===== config.mk =====
export PLATFORM = sky130hd
export DESIGN_NAME = load_use_hazard_unit
export DESIGN_NICKNAME = d
export VERILOG_FILES = /design/src/rtl/load_use_hazard_unit.sv
export SDC_FILE = /design/constraint.sdc
export NUM_CORES = 1
export LEC_CHECK = 0
export ABC_CLOCK_PERIOD_IN_PS = 8100
export BUFFER_PORTS_ARGS = -buffer_cell sky130_fd_sc_hd__buf_2
export CORE_ASPECT_RATIO = 0.75
export CORE_MARGIN = 4
export CORE_UTILIZATION = 56
export CTS_BUF_LIST = sky130_fd_sc_hd__clkbuf_4
export CTS_CLUSTER_DIAMETER = 30
export DETAILED_ROUTE_END_ITERATION = 6
export PLACE_DENSITY = 0.93
export SYNTH_ARGS = -nofsm -noshare
export SYNTH_HDL_FRONTEND = slang
export SYNTH_SLANG_ARGS = --single-unit
export TNS_END_PERCENT = 30

===== constraint.sdc =====
create_clock -name clk -period 8.1 [get_ports clk]
set_input_delay 0 -clock clk [delete_from_list [all_inputs] [get_ports clk]]
set_output_delay 0 -clock clk [all_outputs]
set_load 0.02 [all_outputs]

===== src/rtl/load_use_hazard_unit.sv =====
// Load-use / branch-operand stall controller: holds PC and IF/DE, bubbles EX for a counted number of cycles.
// Zero-latency combinational stall outputs; dmem_busy freezes the whole pipe and pauses the stall countdown.
module load_use_hazard_unit #(
    parameter int BR_EX_LOAD_STALL  = 2,
    parameter int BR_M1_LOAD_STALL  = 1,
    parameter int ALU_EX_LOAD_STALL = 1,
    parameter int CNT_W             = 32
) (
    input  logic             clk,
    input  logic             rst,
    input  logic             de_valid,
    input  logic [4:0]       de_rs1,
    input  logic [4:0]       de_rs2,
    input  logic [1:0]       de_use_rs,
    input  logic             de_is_branch,
    input  logic [4:0]       ex_rd,
    input  logic             ex_reg_write,
    input  logic             ex_is_load,
    input  logic [4:0]       m1_rd,
    input  logic             m1_reg_write,
    input  logic             m1_is_load,
    input  logic             dmem_busy,
    input  logic             flush_req,
    output logic             pc_hold,
    output logic             if_de_hold,
    output logic             de_ex_bubble,
    output logic             pipe_freeze,
    output logic             stalled,
    output logic [CNT_W-1:0] stall_cycles
);

    typedef enum logic {RUN, HOLD} state_t;

    localparam logic [1:0] BR_EX_N  = 2'(BR_EX_LOAD_STALL);
    localparam logic [1:0] BR_M1_N  = 2'(BR_M1_LOAD_STALL);
    localparam logic [1:0] ALU_EX_N = 2'(ALU_EX_LOAD_STALL);

    state_t           state;
    logic [1:0]       rem;
    logic [CNT_W-1:0] cnt;
    logic             ex_match;
    logic             m1_match;
    logic [1:0]       need;
    logic             active;

    // x0 is hardwired zero, so a write to it can never create a dependency
    assign ex_match = ex_reg_write && (ex_rd != 5'd0) &&
                      ((de_use_rs[0] && de_rs1 == ex_rd) || (de_use_rs[1] && de_rs2 == ex_rd));
    assign m1_match = m1_reg_write && (m1_rd != 5'd0) &&
                      ((de_use_rs[0] && de_rs1 == m1_rd) || (de_use_rs[1] && de_rs2 == m1_rd));

    always_comb begin
        need = 2'd0;
        if (de_valid) begin
            if (de_is_branch) begin
                if (ex_match && ex_is_load && BR_EX_N > need) need = BR_EX_N;
                if (m1_match && m1_is_load && BR_M1_N > need) need = BR_M1_N;
            end else begin
                if (ex_match && ex_is_load && ALU_EX_N > need) need = ALU_EX_N;
            end
        end
    end

    assign active = !rst && !dmem_busy && !flush_req && (state == HOLD || need != 2'd0);

    assign stalled      = active;
    assign pc_hold      = active;
    assign if_de_hold   = active;
    assign de_ex_bubble = active;
    assign pipe_freeze  = !rst && dmem_busy;
    assign stall_cycles = rst ? '0 : cnt;

    // A frozen cycle leaves state, rem and the counter untouched, so freezes never eat stall cycles
    always_ff @(posedge clk) begin
        if (rst) begin
            state <= RUN;
            rem   <= 2'd0;
            cnt   <= '0;
        end else if (!dmem_busy) begin
            if (active && cnt != '1)
                cnt <= cnt + 1'b1;
            if (flush_req) begin
                state <= RUN;
                rem   <= 2'd0;
            end else if (state == RUN) begin
                if (need != 2'd0) begin
                    rem   <= need - 2'd1;
                    state <= (need > 2'd1) ? HOLD : RUN;
                end
            end else begin
                rem <= rem - 2'd1;
                if (rem == 2'd1)
                    state <= RUN;
            end
        end
    end

endmodule


# Word level (Yosys, flattened, before mapping)
# Index checks and enable logic that the tools add are counted.
# Widths: inputs -> output; s select.
word_totals:
  out_inout_bits: 37
  ff_bits: 35
  word_cells: 59
  input_bits: 32
classes:
  n_lt_le_gt_ge: 2
  muxes: 16
  n_reduce_logical: 28
  n_eq_ne: 6
  add_sub_neg: 3
  n_bitwise: 1
op_table:
  columns: ["op", "n"]
  rows:
  - ["$add 32x1->32 const B", 1]
  - ["$mux 32", 1]
  - ["$ne 32x32->1 const B", 1]
  - ["$eq 5x5->1", 4]
  - ["$mux 2", 9]
  - ["$logic_and 1x1->1", 16]
  - ["$reduce_bool 5->1", 2]
  - ["$mux 1", 6]
  - ["$reduce_and 2->1", 2]
  - ["$sub 2x1->2 const B", 2]
  - ["$logic_not 1->1", 3]
  - ["$logic_or 1x1->1", 3]
  - ["$reduce_bool 3->1", 1]
  - ["$eq 2x1->1 const B", 1]
  - ["$gt 1x2->1 const A", 1]
  - ["$gt 2x1->1 const B", 1]
  - ["$reduce_bool 2->1", 1]
  - ["$not 1->1", 1]

# Logic depth before layout (Yosys ltp)
# Gate-level depths: netlist (run 1).
logic_depth:
  ltp_word: 18
  depth_mapped: 13
  mapped_depth_nobuf: 12

# Worst setup path before layout (run 1)
# Ideal clock, no wire load.
synth_path:
  path_kind: "input-to-reg"
  from: "input port ex_rd[0]"
  to: "register cnt[7]"
  t_arrival_ps: 2700
  setup_slack_ps: 5279
  setup_ps: 121
  required_ps: 7979
  n_path_buf: 0
  stages: 11
  cell_sequence: "or3_1 o311a_1 a221oi_1 nor2_1 ha_1 nor2b_1 or2_1 inv_2 o31ai_4 or4_1 mux2_2"
synth_between:
  elab_chain_len: 18
  elab_cells_between_ends: 23
  cone_classes: "order compare: 1; eq/ne: 2; mux: 7; reduce/logical: 13"
synth_rtl:
  columns: ["element", "line", "source"]
  rows:
  - ["from (decl)", "16", "input logic [4:0] ex_rd,"]
  - ["$eq 5x5->1", "48", "((de_use_rs[0] && de_rs1 == ex_rd) || (de_use_rs[1] && de_rs2 == ex_rd));"]
  - ["$logic_and 1x1->1", "48", null]
  - ["$logic_or 1x1->1", "48", null]
  - ["$logic_and 1x1->1 *", "47", "assign ex_match = ex_reg_write && (ex_rd != 5'd0) &&"]
  - ["$logic_and 1x1->1 *", "56, 59", null]
  - ["$mux 2", "56", "if (ex_match && ex_is_load && BR_EX_N > need) need = BR_EX_N;"]
  - ["$mux 2", "55", "if (de_is_branch) begin"]
  - ["$mux 2", "54", "if (de_valid) begin"]
  - ["[3 not listed]", null, null]
  - ["$mux 2 *", "55", null]
  - ["$mux 2 *", "54", null]
  - ["$reduce_bool 2->1 *", "64", "assign active = !rst && !dmem_busy && !flush_req && (state == HOLD || need != 2'd0);"]
  - ["$logic_or 1x1->1 *", "64", null]
  - ["$logic_and 1x1->1 *", "64", null]
  - ["net de_ex_bubble", "26", "output logic de_ex_bubble,"]
  - ["$logic_and 1x1->1 *", "80", "if (active && cnt != '1)"]
  - ["$reduce_and 2->1 (no source line) *", null, null]
  - ["to (signal assigned)", "81", "cnt <= cnt + 1'b1;"]
  - ["to (decl)", "40", "logic [CNT_W-1:0] cnt;"]
# Mark *: on every way through the listed nets, which the timed path passes. The rest lies on a longest branch. The select of a mux whose other input is x is not followed.
# A chain may end at the register's enable or synchronous reset.

# Worst setup path in the final report (run 1)
layout_path:
  from: "input port ex_rd[0]"
  to: "register cnt[28]"
layout_between:
  elab_chain_len: 18
  elab_cells_between_ends: 23
  cone_classes: "order compare: 1; eq/ne: 2; mux: 7; reduce/logical: 13"
layout_rtl:
  columns: ["element", "line", "source"]
  rows:
  - ["$eq 5x5->1", "48", null]
  - ["$logic_and 1x1->1", "48", null]
  - ["$logic_or 1x1->1", "48", null]
  - ["$logic_and 1x1->1 *", "47", null]
  - ["$logic_and 1x1->1 *", "56, 59", null]
  - ["$mux 2", "56", null]
  - ["$mux 2", "55", null]
  - ["$mux 2", "54", null]
  - ["[2 not listed]", null, null]
  - ["$mux 2", "57", "if (m1_match && m1_is_load && BR_M1_N > need) need = BR_M1_N;"]
  - ["$mux 2 *", "55", null]
  - ["$mux 2 *", "54", null]
  - ["$reduce_bool 2->1 *", "64", null]
  - ["$logic_or 1x1->1 *", "64", null]
  - ["$logic_and 1x1->1 *", "64", null]
  - ["$logic_and 1x1->1 *", "80", null]
  - ["$reduce_and 2->1 (no source line) *", null, null]
# Every way passes the cells marked *; elsewhere a longest branch is shown, timed or not. The select of a mux whose other input is x is not followed.

==> impl_metrics.csv, run 1 <==
group,metric,value,unit
status,status,"finished clean",
grt,grt_pass1_wl,9.93,mm
die,core,4080,µm²
timing,tns,0,ns
synth,synth_top_area_cell,"dfxtp_1",
min_path,min-delay-path-class,"in2reg",
critical_path,rr_startpoint,"cnt[0]",
die,fp.dieW,83.2,µm
grt,grt.total_usage,0.222,
route,drc_errors,0,
route,ant_nets,0,
timing,grt_setup_unrepaired,"no",
clocking,cts.sinks,35,
timing,period_needed,2.86,ns
critical_path,start_kind,"input port",
die,fp-row-count,20,
finish,drive_above_1_share,0.293,
power,vdd_drop_max,0.0551,mV
synth,synth.distinct_cells,46,
route,vias,2327,
finish,area_delta_synth_final,16.1,%
critical_path,critPathMaxFanout,10,
synth,synth_commonest_cells,"dfxtp_1, nor2_1, nor2b_1",
finish,fillers,345,
synth,yosysMostFrequentCell,"dfxtp_1",
timing,drv_slew,0,
clocking,htree_levels,2,
synth,syn_inst,290,
placement,gp_congestion,0.893,
placement,io_buffers,68,
power,p_leak,1.12,nW
synth,ys.flop_type,"dfxtp_1",
route,vias_per_cell,5.72,
critical_path,worstPathArrival,3.10,ns
grt,grt_pass1_vias,2219,
synth,ys_ff_latch,35,
critical_path,required,8.35,ns
synth,synth_top_area_frac,0.295,
critical_path,worstPathCellList,"buf_2, or3_1, o311a_1, a221oi_1, nor2_1, ha_1, nor2b_1, nor4_2, o2111ai_2, nor3_1, mux2_2",
clocking,cts_buffer_depth,2,
grt,antenna_found_initial,0,
clocking,cts_resized,0,
timing,hold_viol,0,
clocking,clk_pin_slew,0.11,ns
route,totalWireLength,5.80,mm
finish,n_antenna_cell,0,
timing,clock.fmax,350,MHz
die,dieArea,5360,µm²
timing,fin_skew,0.00797,ns
synth,syn-num-nets,326,
critical_path,critPathCaptureType,"flip-flop",
finish,nets,387,
critical_path,startpoint,"ex_rd[0]",
clocking,numCtsBuffers,5,
grt,grt-ovfl-total,0,
clocking,cts_tree,"built",
timing,hold_ws,0.0419,ns
die,io_pins,69,
power,powerDensity,108,nW/µm²
placement,hpwl,4.52,mm
synth,async_flop_share,0,
critical_path,cp_slowest_cell,"a221oi_1",
synth,yosys_warnings,0,
die,start_util,0.583,
synth,avgSynthCellArea,8.20,µm²
clocking,postCtsHoldBufs,0,
grt,grt_max_degree,66,
synth,synth_edf_count,0,
critical_path,critPathKind,"in2reg",
clocking,cts_root_buffer,"clkbuf_4",
timing,setup_viol,0,
route,drtIter0Drc,190,
clocking,clk_latency,0.34,ns
timing,worstMarginPinSlew,0.783,ns
critical_path,max_stage_delay,0.42,ns
flow_run,drv_cap,0,
die,die_h,64.4,µm
timing,maxSlewHeadroom,0.477,
timing,final.period_utilization,0.353,
clocking,cts_setup_buffers,0,
synth,synthTopCellsByArea,"dfxtp_1, nor2b_1, xnor2_1",
synth,synth_area,2380,µm²
route,drtPass1Iterations,4,
min_path,holdCritStartpoint,"flush_req",
synth,ys_seq_area_frac,0.295,
route,wire_per_inst,14.3,µm
## flip-flops by register name, summed over array words and instances, names as in the netlist
| signal | cells |
|---|---|
| rem | 2 |
| cnt | 32 |
| state | 1 |
## metrics by stage
step            util  power [mW]  worst slack, ns  area, µm²  cells
2_1_floorplan      -       0.193             5.28       2380    290
3_3_place_gp   0.663       0.206             5.02       2710    399
3_5_place_dp   0.663       0.208             4.90       2710    399
4_1_cts        0.676       0.299             5.26       2760    407
5_1_grt        0.676       0.309             4.93       2760    407
6_report       0.676       0.298             5.24       2760    407
## cell families (layout without fill, tap and decap cells)
logic type	count (synthesis)	count (layout)	share of synthesized area
mux	13	13	0.0695
fa+ha+maj	4	4	0.0211
simple gates	148	148	0.359
xor+xnor	25	25	0.0921
compound gates	36	36	0.104
buf+inv	29	91	0.0589
flops	35	35	0.295
## worst paths after layout
check / endpoint / slack, ns / cells past startpoint
setup / recovery: cnt[28] / 5.24 / 11
hold / removal: rem[1] / 0.04 / 4
setup reg to reg: cnt[23] / 5.41 / 6
hold reg to reg: rem[1] / 0.52 / 2
## report_power, final
part	switching, mW	internal, mW
registers	0.0000501	0.172
clock network	0.0586	0.0355
logic	0.0180	0.0141
total	0.0766	0.222
## final cells by class
type	instances	area [µm²]	share of cell area
flip-flops and latches	35	701	0.254
clock inverters	2	7.51	0.00272
repair buffers	69	348	0.126
inverters	14	52.6	0.0190
well taps	55	68.8	0.0249
clock buffers	6	45.0	0.0163
multi-input cells	226	1540	0.557
## critical path: cells and delay by family
kind / cells / cell delay, ns
and+or+nand+nor: 5 / 1.30
buffers and inverters: 1 / 0.12
AOI/OAI and AO/OA: 3 / 1.09
muxes: 1 / 0.35
adders and majority gates: 1 / 0.25
## metal layers
metal / vias to the layer above / global-route usage / part of all wire / wire length, µm
li1: 1160 / - / - / -
met1: 1065 / 0.286 / 0.46 / 2660
met2: 91 / 0.370 / 0.45 / 2600
met3: 11 / 0.0584 / 0.081 / 469
met4: 0 / 0.0633 / 0.013 / 76
met5: - / 0 / 0 / 0
## cell usage in the layout, fill, tap and decap left out, types with 2 or more instances in the layout
master	count
a21oi_1	8
and4_1	4
buf_2	68
clkbuf_4	6
clkinv_1	2
dfxtp_1	35
ha_1	4
inv_1	13
mux2_2	8
mux2_4	5
nand2_1	18
nand3_1	12
nand4_1	9
nor2_1	31
nor2b_1	26
nor3_1	8
nor3_2	4
nor4_1	6
nor4_2	2
o21ai_0	15
o31ai_1	4
or2_2	2
or3_1	4
or4_1	12
or4b_1	3
xnor2_1	16
xor2_1	9
(Power assumes the default switching activity.)
==> run 2: changes to the inputs <==
ABC_AREA = 1   (was not set)
ABC_CLOCK_PERIOD_IN_PS = 2400   (was 8100)
CORE_UTILIZATION = 50   (was 56)
PLACE_DENSITY = 0.87   (was 0.93)
clock period = 2.4 ns   (was 8.1 ns; I/O delays follow)
==> impl_metrics.csv, run 2 <==
group,metric,value,unit
status,status,"finished clean",
grt,grt_pass1_wl,13.3,mm
clocking,cts_buffer_depth,2,
synth,async_flop_share,0,
synth,synth_top_area_cell,"dfxtp_1",
synth,avgSynthCellArea,5.72,µm²
synth,ys_ff_latch,35,
clocking,cts_root_buffer,"clkbuf_4",
min_path,hold_end,"rem[0]",
clocking,htree_levels,2,
synth,synth_xor_area_frac,0.0503,
placement,place_area,3160,µm²
route,ant_nets,0,
timing,setup_viol,0,
synth,synthSimpleGateAreaFrac,0.473,
die,fp-row-count,23,
finish,final_common_cell,"nand2_1",
synth,synth_top_family_by_area,"simple AND/OR/NAND/NOR gates",
synth,synth-compound-area-share,0.0871,
finish,n_antenna_cell,0,
finish,design_area,3240,µm²
synth,synth_adder_area_share,0.0180,
critical_path,critPathMaxFanout,27,
min_path,holdCritStartpoint,"de_valid",
critical_path,rr_startpoint,"cnt[1]",
grt,grtUsageMet3,0.0588,
critical_path,worstPathArrival,2.33,ns
timing,setup_slack,0.301,ns
clocking,clk_latency,0.35,ns
synth,yosysMostFrequentCell,"nand2_1",
grt,grt-ovfl-total,0,
route,drc_errors,0,
synth,ys.flop_type,"dfxtp_1",
placement,io_buffers,68,
power,p_leak,1.51,nW
power,swShare,0.275,
synth,syn_inst,487,
flow_run,drv_cap,0,
synth,yosys_warnings,0,
min_path,min-delay-path-class,"in2reg",
die,die_h,72.7,µm
die,dieArea,6850,µm²
synth,synth_area,2790,µm²
finish,largest_reg_flops,32,
route,wire_per_inst,12.8,µm
route,drtIter0Drc,393,
timing,drv_slew,0,
die,start_util,0.518,
placement,gp_congestion,0.961,
power,powerDensity,327,nW/µm²
grt,grt.total_usage,0.243,
timing,worstMarginPinSlew,0.529,ns
timing,final.period_utilization,0.875,
synth,synthMuxAreaShare,0,
power,seqPwrFrac,0.550,
grt,grt-busiest-layer,"met2",
die,fp.dieW,94.2,µm
critical_path,critPathCaptureType,"flip-flop",
timing,tns,0,ns
synth,synth.distinct_cells,33,
synth,synth_top_area_frac,0.251,
placement,place_ws,0.0428,ns
power,vdd_drop_max,0.231,mV
grt,use_met2,0.363,
clocking,cts_setup_buffers,0,
power,p_int,0.769,mW
die,core,5380,µm²
synth,synth_commonest_cells,"nand2_1, nor2_1, inv_1",
placement,hpwl,6.21,mm
power,clock_power_share,0.322,
clocking,cts.sinks,35,
grt,grt_pass1_vias,2856,
power,switchingPower,0.291,mW
synth,synth_edf_count,0,
route,totalWireLength,8.07,mm
finish,top_regs,"cnt x32, rem x2, state x1",
synth,synthTopCellsByArea,"dfxtp_1, nand2_1, nor2_1",
critical_path,start_kind,"flip-flop",
grt,antenna_found_initial,0,
route,drtPass1Iterations,6,
finish,regMostFlops,"cnt",
clocking,clk_pin_slew,0.11,ns
grt,grt_max_degree,55,
min_path,whs_path_depth,4,
grt,grt_use_met1,0.352,
synth,ys_seq_area_frac,0.251,
finish,final_cell_mix,"nand2_1, nor2_1, buf_2, inv_1, dfxtp_1",
clocking,cts_tree,"built",
critical_path,r2r_cells,11,
power,finalPower,1.06,mW
synth,syn-num-nets,523,
route,vias_per_cell,5.18,
timing,maxSlewHeadroom,0.647,
route,vias,3256,
timing,period_needed,2.10,ns
finish,area_delta_synth_final,16.2,%
finish,nets,589,
timing,fin_skew,0.00971,ns
critical_path,required,2.63,ns
timing,clock.fmax,476,MHz
finish,drive_above_1_share,0.171,
power,comb_power_share,0.128,
clocking,postCtsHoldBufs,2,
timing,hold_viol,0,
die,io_pins,69,
critical_path,r2r-end,"cnt[11]",
critical_path,ff2ff_setup_slack,0.30,ns
finish,final_core_util,0.602,
critical_path,critPathKind,"reg2reg",
clocking,cts_resized,0,
clocking,numCtsBuffers,5,
timing,grt_setup_unrepaired,"no",
run 2: changes by cell type after synthesis, sizes merged, moves of 6 or more:
cell / change
nand2: +143
clkbuf: -6
nor3: +11
nor2b: -26
nor4: -6
a21oi: +21
nor2: +52
mux2: -13
inv: +53
xnor2: -16
or4: -12
nand3: +9
xor2: +7
run 2: per-layer routing:
layer	vias up	part of all wire
li1	1652	-
met1	1436	0.46
met2	154	0.43
met3	14	0.091
met4	0	0.014
met5	-	0
run 2: cell type report:
class	count	area, µm²
Timing Repair Buffer	73	383
Clock buffer	7	52.6
Inverter	67	254
Sequential cell	35	701
Tap cell	75	93.8
Clock inverter	1	5.00
Multi-Input combinational cell	371	1750
Fill cell	536	2140
run 2: how the worst max path moves through the flow:
| stage | from | end | cells past startpoint |
|---|---|---|---|
| after floorplan | ex_rd[3] | cnt[14] | 17 |
| after global placement | ex_rd[2] | cnt[11] | 17 |
| after detailed placement | ex_rd[2] | cnt[2] | 16 |
| after CTS | cnt[1] | cnt[11] | 11 |
| after global routing | cnt[1] | cnt[20] | 10 |
| final | cnt[1] | cnt[11] | 11 |
run 2: per-stage QoR:
step           cells  hold slack [ns]
3_5_place_dp     619            0.316
4_1_cts          629          0.00621
5_1_grt          629           0.0381
3_3_place_gp     619            0.296
6_report         629          0.00100
2_1_floorplan    487            0.143
run 2: cells by family after synthesis:
family / count (synthesis)
DFF: 35
buffers and inverters: 81
AOI/OAI and AO/OA: 44
and+or+nand+nor: 307
xor gates and xnor gates: 16
adders and majority gates: 4
run 2: critical path, stage by stage, from the launching register on:
cell and delay [ns]:
dfxtp_1 0.39, ha_1 0.27, nand2_2 0.11, nor3_4 0.22, nand2_2 0.14, nor2_4 0.14, nand2_4 0.09, nand2_8 0.17
inv_4 0.15, nand2_1 0.11, xor2_1 0.14, nor2_1 0.05
run 2: power by group through the flow:
stage,combinational (mW),sequential (mW),clock (mW)
floorplan,0.0756,0.596,0
global placement,0.127,0.597,0
detailed placement,0.129,0.597,0
CTS,0.132,0.583,0.347
global route,0.153,0.584,0.379
finish,0.136,0.583,0.341
